===== config.mk =====
export PLATFORM = sky130hd
export DESIGN_NAME = pc_redirect_ctrl
export DESIGN_NICKNAME = d
export VERILOG_FILES = /design/src/rtl/mmm_pkg.sv /design/src/rtl/pc_redirect_ctrl.sv
export SDC_FILE = /design/constraint.sdc
export NUM_CORES = 1
export LEC_CHECK = 0
export CAP_MARGIN = 20
export CORE_MARGIN = 2
export CORE_UTILIZATION = 36
export CTS_CLUSTER_DIAMETER = 60
export CTS_CLUSTER_SIZE = 12
export DETAILED_ROUTE_END_ITERATION = 10
export PLACE_DENSITY = 0.8
export SETUP_SLACK_MARGIN = 0.2
export SLEW_MARGIN = 30
export SYNTH_ARGS = -nofsm -noshare
export SYNTH_HDL_FRONTEND = slang
export SYNTH_SLANG_ARGS = --single-unit

===== constraint.sdc =====
create_clock -name clk_i -period 2.8 [get_ports clk_i]
set_input_delay 0.7 -clock clk_i [delete_from_list [all_inputs] [get_ports clk_i]]
set_output_delay 0.7 -clock clk_i [all_outputs]
set_load 0.005 [all_outputs]

===== src/rtl/mmm_pkg.sv =====
// mmm_pkg: core-wide shared constants.
//   XLEN : architectural address / PC width in bits.
package mmm_pkg;
  localparam int XLEN = 32;
endpackage


===== src/rtl/pc_redirect_ctrl.sv =====
// pc_redirect_ctrl
//   Arbitrates front-end redirect requests (exception, branch mispredict,
//   predicted-taken branch) and holds the winning redirect until the PC-gen
//   stage accepts it. It also maintains the front-end flush epoch: a request
//   tagged with a stale epoch belongs to squashed work and is ignored.
//
// Ports
//   clk_i            in   clock, all state updates on rising edge
//   rst_i            in   synchronous active-high reset
//   except_valid_i   in   exception redirect request (always eligible)
//   except_pc_i      in   exception handler target
//   misp_valid_i     in   mispredict redirect request
//   misp_target_i    in   corrected target
//   misp_epoch_i     in   epoch tag of the mispredicting branch
//   pred_valid_i     in   predicted-taken redirect request
//   pred_target_i    in   predicted target
//   pred_epoch_i     in   epoch tag of the prediction
//   redirect_ready_i in   PC gen accepts the pending redirect
//   redirect_valid_o out  redirect pending toward PC gen
//   redirect_pc_o    out  redirect target
//   redirect_src_o   out  00 none, 01 pred, 10 misp, 11 exc
//   flush_o          out  one-cycle squash pulse after every epoch bump
//   epoch_o          out  current epoch
//
// Handshake: a redirect transfers on a rising edge where redirect_valid_o
// and redirect_ready_i are both 1. While valid is high the target may only
// change by pre-emption from a strictly higher priority source. Ready is
// don't-care while valid is low.
module pc_redirect_ctrl
  import mmm_pkg::*;
#(
  parameter int EPOCH_W = 2
) (
  input  logic               clk_i,
  input  logic               rst_i,
  input  logic               except_valid_i,
  input  logic [XLEN-1:0]    except_pc_i,
  input  logic               misp_valid_i,
  input  logic [XLEN-1:0]    misp_target_i,
  input  logic [EPOCH_W-1:0] misp_epoch_i,
  input  logic               pred_valid_i,
  input  logic [XLEN-1:0]    pred_target_i,
  input  logic [EPOCH_W-1:0] pred_epoch_i,
  input  logic               redirect_ready_i,
  output logic               redirect_valid_o,
  output logic [XLEN-1:0]    redirect_pc_o,
  output logic [1:0]         redirect_src_o,
  output logic               flush_o,
  output logic [EPOCH_W-1:0] epoch_o
);

  localparam logic [0:0] ST_IDLE = 1'b0;
  localparam logic [0:0] ST_PEND = 1'b1;

  localparam logic [1:0] SRC_NONE = 2'b00;
  localparam logic [1:0] SRC_PRED = 2'b01;
  localparam logic [1:0] SRC_MISP = 2'b10;
  localparam logic [1:0] SRC_EXC  = 2'b11;

  logic [0:0]         state_q;
  logic [XLEN-1:0]    pc_q;
  logic [1:0]         src_q;
  logic               flush_q;
  logic [EPOCH_W-1:0] epoch_q;

  // Eligibility uses the current (pre-increment) epoch.
  logic misp_elig;
  logic pred_elig;
  assign misp_elig = misp_valid_i && (misp_epoch_i == epoch_q);
  assign pred_elig = pred_valid_i && (pred_epoch_i == epoch_q);

  // Highest-priority eligible request this cycle. Source encoding doubles
  // as the priority rank, so pre-emption is a plain magnitude compare.
  logic [1:0]      win_src;
  logic [XLEN-1:0] win_pc;

  always_comb begin
    win_src = SRC_NONE;
    win_pc  = '0;
    if (except_valid_i) begin
      win_src = SRC_EXC;
      win_pc  = except_pc_i;
    end else if (misp_elig) begin
      win_src = SRC_MISP;
      win_pc  = misp_target_i;
    end else if (pred_elig) begin
      win_src = SRC_PRED;
      win_pc  = pred_target_i;
    end
  end

  logic have_req;
  logic consumed;
  logic capture;
  assign have_req = (win_src != SRC_NONE);
  assign consumed = (state_q == ST_PEND) && redirect_ready_i;

  always_comb begin
    capture = 1'b0;
    case (state_q)
      ST_IDLE: capture = have_req;
      ST_PEND: capture = consumed ? have_req : (win_src > src_q);
      default: capture = 1'b0;
    endcase
  end

  // Exceptions and mispredicts both squash younger work.
  logic bump_epoch;
  assign bump_epoch = capture && win_src[1];

  always_ff @(posedge clk_i) begin
    if (rst_i) begin
      state_q <= ST_IDLE;
      pc_q    <= '0;
      src_q   <= SRC_NONE;
      flush_q <= 1'b0;
      epoch_q <= '0;
    end else begin
      flush_q <= bump_epoch;
      if (bump_epoch) begin
        epoch_q <= epoch_q + 1'b1;
      end
      if (capture) begin
        state_q <= ST_PEND;
        pc_q    <= win_pc;
        src_q   <= win_src;
      end else if (consumed) begin
        // Target is kept so the PC output holds its last value while idle.
        state_q <= ST_IDLE;
        src_q   <= SRC_NONE;
      end
    end
  end

  assign redirect_valid_o = (state_q == ST_PEND);
  assign redirect_pc_o    = pc_q;
  assign redirect_src_o   = src_q;
  assign flush_o          = flush_q;
  assign epoch_o          = epoch_q;

endmodule

==> results of run 1 <==
[cells in the mapped netlist]
cell type,n
buf_2,3
a22o_4,1
clkbuf_1,17
dfxtp_1,38
xnor2_1,4
nor2_1,3
o21ai_1,1
a22oi_2,1
o221ai_1,32
nand2_1,34
nand2b_1,1
buf_6,8
nand3_1,2
and3_1,34
a211oi_1,1
a31oi_1,1
nor2b_1,3
a21o_1,32
ha_1,2
a21oi_1,36
a31oi_2,1
xnor2_2,2
inv_1,4
a31oi_4,1
[routing by layer]
layer	global-route usage [%]	wire length [um]	share of wire [%]	vias to the layer above
met5	0	0	0	-
met4	6.00	82	0.99	0
met3	5.98	750	9.1	9
met2	39.3	4190	51	111
met1	28.0	3250	39	1219
li1	-	-	-	1277
[final cells by class]
cell class | count | area (um^2)
well taps | 75 | 93.8
inverters | 4 | 15.0
clock buffers | 6 | 82.6
multi-input cells | 192 | 1350
fillers | 491 | 1850
clock inverters | 1 | 30.0
flip-flops and latches | 38 | 761
repair buffers | 172 | 1740
[report_power, final]
group | switching [mW] | leakage, nW | internal, mW
clock network | 0.193 | 0.0573 | 0.285
registers | 0.0466 | 0.314 | 0.608
logic | 0.349 | 1.38 | 0.518
total | 0.588 | 1.76 | 1.41
[state kept, by name, indices dropped and copies added (netlist names)]
name / flops
redirect_src_o: 2
redirect_valid_o: 1
epoch_o: 2
redirect_pc_o: 32
flush_o: 1
[path summary, 6_finish.rpt]
path / startpoint / end / slack [ps] / depth (start not counted)
min: redirect_pc_o[1] / redirect_pc_o[1] / 450 / 2
min reg2reg: redirect_pc_o[1] / redirect_pc_o[1] / 450 / 2
max: pred_valid_i / redirect_pc_o[19] / 350 / 11
max reg2reg: epoch_o[0] / redirect_pc_o[19] / 460 / 11
[worst max-delay path: cells and delay by family]
| family | cells | cell delay [ps] |
|---|---|---|
| AOI/OAI and AO/OA | 5 | 770 |
| adders and majority gates | 1 | 220 |
| buffers and inverters | 3 | 730 |
| and+or+nand+nor | 2 | 250 |
[cells by family (layout without fill, tap and decap cells)]
| kind of cell | count (synthesis) | count (layout) | share of synthesized area (%) |
|---|---|---|---|
| AOI/OAI and AO/OA | 107 | 107 | 35.5 |
| xor gates and xnor gates | 6 | 6 | 3.06 |
| adders and majority gates | 2 | 2 | 1.13 |
| buffers and inverters | 32 | 183 | 8.33 |
| DFF | 38 | 38 | 34.5 |
| and+or+nand+nor | 77 | 77 | 17.5 |
[timing repair]
action | CTS | global route
gates cloned | 1 | 1
pin swaps | 15 | 14
gates resized for setup | 13 | 19
setup endpoints to repair | 34 | 36
endpoints found under the hold margin | 0 | 0
setup buffers | 9 | 0
[stage by stage]
stage,area [um^2],instances,setup slack (ps)
3_3_place_gp,3720,470,-126
6_report,4070,488,348
3_5_place_dp,3720,470,-242
4_1_cts,3950,487,188
2_1_floorplan,2210,262,311
5_1_grt,4070,488,223
==> flow_summary.yaml, run 1 <==
logic_synthesis:
  synth_cells: 262
  yosys_warnings: 0
  synth.distinct_cells: 24
  yosys.area.top_type_share_pct: 34.5
  synth.area.top_cells: "dfxtp_1, o221ai_1, a21o_1"
  synth-seq-cells: 38
  syn_nets: 370
  yosysSeqAreaShare_pct: 34.5
  synthesis.area_per_instance_um2: 8.42
  yosys.area.top_type: "dfxtp_1"
  netlist_area_um2: 2210
setup_path:
  slowest_stage: "clkdlybuf4s50_1"
  crit_chain: "clkdlybuf4s50_1 -> and3_4 -> a21oi_4 -> ha_4 -> nand2_2 -> o21ai_2 -> a22oi_2 -> buf_6 -> buf_8 -> o221ai_1 -> a21oi_1"
  start_kind: "input pin"
  crit_type: "input pin to register"
  endpoint_kind: "register"
  cp_max_fo: 6
  critPathArrivalTime_ps: 2670
  slowest_delay_ps: 440
  crit_required_ps: 3020
layout:
  final_cell_mix: "clkdlybuf4s50_1, dfxtp_1, a21oi_1, nand2_1, and3_1"
  nNetsFinal: 521
  drive_above_1_share_pct: 13.6
  area_growth_pct: 84.4
  layout_commonest_cell: "clkdlybuf4s50_1"
  fin_util_pct: 68.7
  antenna_cells: 0
timing:
  min_period_ps: 2450
  max_freq_ghz: 0.408
  rsz0062_at_grt: "false"
  slew-limit-headroom_pct: 73.0
  fin_worst_skew_ps: 5.08
  setup_viol: 0
  fin_hold_ws_ps: 454
  worstMarginPinSlew_ps: 405
  fin_setup_tns_ps: 0
  finalMaxSlewViolations: 0
  hold_viol: 0
  finalCritPeriodShare_pct: 87.6
clocking:
  clock_path_buffers: 2
  htree_levels: 2
  cts_hold_buf: 0
  cts_made_buffers: 5
  cts.clk_slew.worst_paths_ps: 80
  clk-insertion-delay-late_ps: 290
  clkSinkCount: 38
  cts_root_buf: "clkbuf_8"
  cts_tree: "yes"
global_route:
  grt_antenna_before_repair: 0
  grt_max_degree: 39
  grt_usage_pct: 22.8
  grt-ovfl-total: 0
  grt_pass1_vias: 2443
  grt_pass1_wl_mm: 11.9
job:
  cap_violations: 0
die:
  ios: 144
  dieArea_um2: 6770
  die_w_um: 82.3
  coreArea_um2: 5920
  start_util_pct: 37.3
  die_y_um: 82.3
  num_rows: 28
routing:
  avgRoutedWirePerCell_um: 17.0
  drc_errors: 0
  vias: 2616
  viasPerCell: 5.36
  dr.pass1.iters: 4
  routed_wl_mm: 8.28
  drtIter0Drc: 110
  ant_nets: 0
placement:
  routabilityCongestion: 0.750
  io_buffer_count: 143
  dpl.hpwl_mm: 5.61
worst_hold_path:
  min_path_type: "register to register"
power:
  vdd_drop_max_mv: 0.338
  p_leak_nw: 1.76
  power_mw: 2.00
  cellPowerDensity_nw_per_um2: 491
run_status:
  status: "finished, final reports clean"
No activity file was read; power rests on OpenSTA's default activity.
==> run 2, diff against run 1 <==
Settings changed: CTS_CLUSTER_DIAMETER 60 to default.
==> results of run 2 <==
Same layout as run 1: the final DEF is identical, and so are final timing and power.
==> run 3, diff against run 2 <==
Settings changed: GPL_TIMING_DRIVEN from default to 0.
==> run 3 against run 2 <==
First-iteration DRC count decreased by 28%. Worst setup slack improved by 61 ps. Register-to-register slack worse by 30 ps. Critical path depth is 1 higher. Clock skew is 2.5 ps lower. Combinational power down 1%. Non-clock buffer count is 8 higher. Fmax grew 2.5%. Count of clock-buffer cells in the layout shrank 1. Sequential power about the same. Largest cell class unchanged. Critical endpoint is now redirect_pc_o[9]. Routed wire length fell by 3.7%. Final cell count grew 1.8%.
==> flow_summary.yaml, run 3 (same netlist as run 1, synthesis figures left out) <==
power:
  intPower_mw: 1.38
  switchingPower_uw: 589
  vdd_drop_max_mv: 0.302
  clkPwrFrac_pct: 23.7
  p_leak_nw: 1.76
  power_frac_seq_pct: 33.0
  power_mw: 1.97
  comb_power_share_pct: 43.3
  cellPowerDensity_nw_per_um2: 486
  switching_share_pct: 29.8
setup_path:
  r2r_slack_ps: 430
  worstSetupStartpoint: "misp_epoch_i[1]"
  endpoint_kind: "register"
  cp_max_fo: 5
  rr_worst_depth: 11
  start_kind: "input pin"
  critPathArrivalTime_ps: 2610
  crit_required_ps: 3020
  crit_type: "input pin to register"
  r2r-start: "epoch_o[1]"
  r2r-end: "redirect_pc_o[9]"
placement:
  dp.cells: 478
  io_buffer_count: 141
  pre_cts_ws_ps: -624
  dpl.hpwl_mm: 5.75
  placed_cell_area_um2: 3710
  routabilityCongestion: 0.756
clocking:
  cts_tree: "yes"
  clock_path_buffers: 2
  htree_levels: 2
  cts.clk_slew.worst_paths_ps: 80
  clk-insertion-delay-late_ps: 290
  clkSinkCount: 38
  cts_hold_buf: 0
  cts_root_buf: "clkbuf_8"
  cts_made_buffers: 5
layout:
  regArea_um2: 761
  area_growth_pct: 84.1
  multi_input_area_um2: 1330
  antenna_cells: 0
  layout_commonest_cell: "clkdlybuf4s50_1"
  drive_above_1_share_pct: 11.8
  final_cells: 497
  final_cell_mix: "clkdlybuf4s50_1, dfxtp_1, a21oi_1, nand2_1, and3_1"
  nNetsFinal: 529
  largest_register_ffs: 32
  fin_area_um2: 4060
  fillers: 495
  fin_util_pct: 68.6
worst_hold_path:
  hold_end: "redirect_pc_o[29]"
  min_path_type: "register to register"
  hold_path_depth: 2
  worstHoldStart: "redirect_pc_o[29]"
timing:
  slew-limit-headroom_pct: 66.3
  worstMarginPinSlew_ps: 505
  fin_hold_ws_ps: 455
  fin_ws_ps: 409
  rsz0062_at_grt: "false"
  finalMaxSlewViolations: 0
  fin_setup_tns_ps: 0
  finalCritPeriodShare_pct: 85.4
  fin_worst_skew_ps: 2.54
  min_period_ps: 2390
  setup_viol: 0
  max_freq_ghz: 0.418
  hold_viol: 0
run_status:
  status: "finished, final reports clean"
die:
  die_y_um: 82.3
  coreArea_um2: 5920
  ios: 144
  dieArea_um2: 6770
  die_w_um: 82.3
  start_util_pct: 37.3
  num_rows: 28
routing:
  drc_errors: 0
  avgRoutedWirePerCell_um: 16.0
  viasPerCell: 5.30
  drtIter0Drc: 79
  dr.pass1.iters: 4
  routed_wl_mm: 7.97
  vias: 2633
  ant_nets: 0
job:
  cap_violations: 0
global_route:
  grt_antenna_before_repair: 0
  grt_usage_pct: 21.7
  grt_pass1_wl_mm: 11.5
  grt_max_degree: 13
  grt-ovfl-total: 0
  grt_pass1_vias: 2495
==> run 3: how the worst max path moves through the flow <==
stage	endpoint	slack [ps]	depth (start not counted)
finish	redirect_pc_o[9]	410	12
global route	redirect_pc_o[9]	290	12
CTS	redirect_pc_o[9]	200	12
detailed placement	redirect_pc_o[9]	-620	11
global placement	redirect_pc_o[22]	-560	11
floorplan	redirect_pc_o[23]	310	10
==> run 3: power groups by stage <==
stage | registers [mW] | clock network, mW | logic [mW]
floorplan | 0.665 | 0 | 0.355
global placement | 0.659 | 0 | 0.716
detailed placement | 0.662 | 0 | 0.728
CTS | 0.652 | 0.476 | 0.780
global route | 0.659 | 0.492 | 0.923
finish | 0.652 | 0.467 | 0.854
==> run 3: repair_timing <==
action | CTS | global route
pin swaps | 8 | 18
cloned | 0 | 4
endpoints found under the setup margin | 37 | 33
setup buffers | 6 | 1
gates resized for setup | 17 | 18
==> run 3: worst max-delay path, cell delays in order <==
cell      delay, ps
clkbuf_2        100
xnor2_2         160
a31oi_4         220
inv_2            70
ha_4            270
nor2b_4         130
o21ai_2          90
a22oi_2         240
buf_6           200
buf_8           130
o221ai_1        120
a21oi_1         180
==> run 3: layout make-up <==
type | instances | area share [%]
Clock inverter | 3 | 0.986
Sequential cell | 38 | 18.7
Inverter | 4 | 0.370
Clock buffer | 5 | 1.69
Tap cell | 75 | 2.31
Buffer | 28 | 4.99
Multi-Input combinational cell | 192 | 32.8
Timing Repair Buffer | 152 | 38.1
==> run 3: metal layers <==
layer	vias up	GRT usage, %	share of wire (%)
met5	-	0	0
met4	0	5.17	1.6
met3	12	5.43	8.6
met2	102	39.5	50
met1	1224	25.5	40
li1	1295	-	-
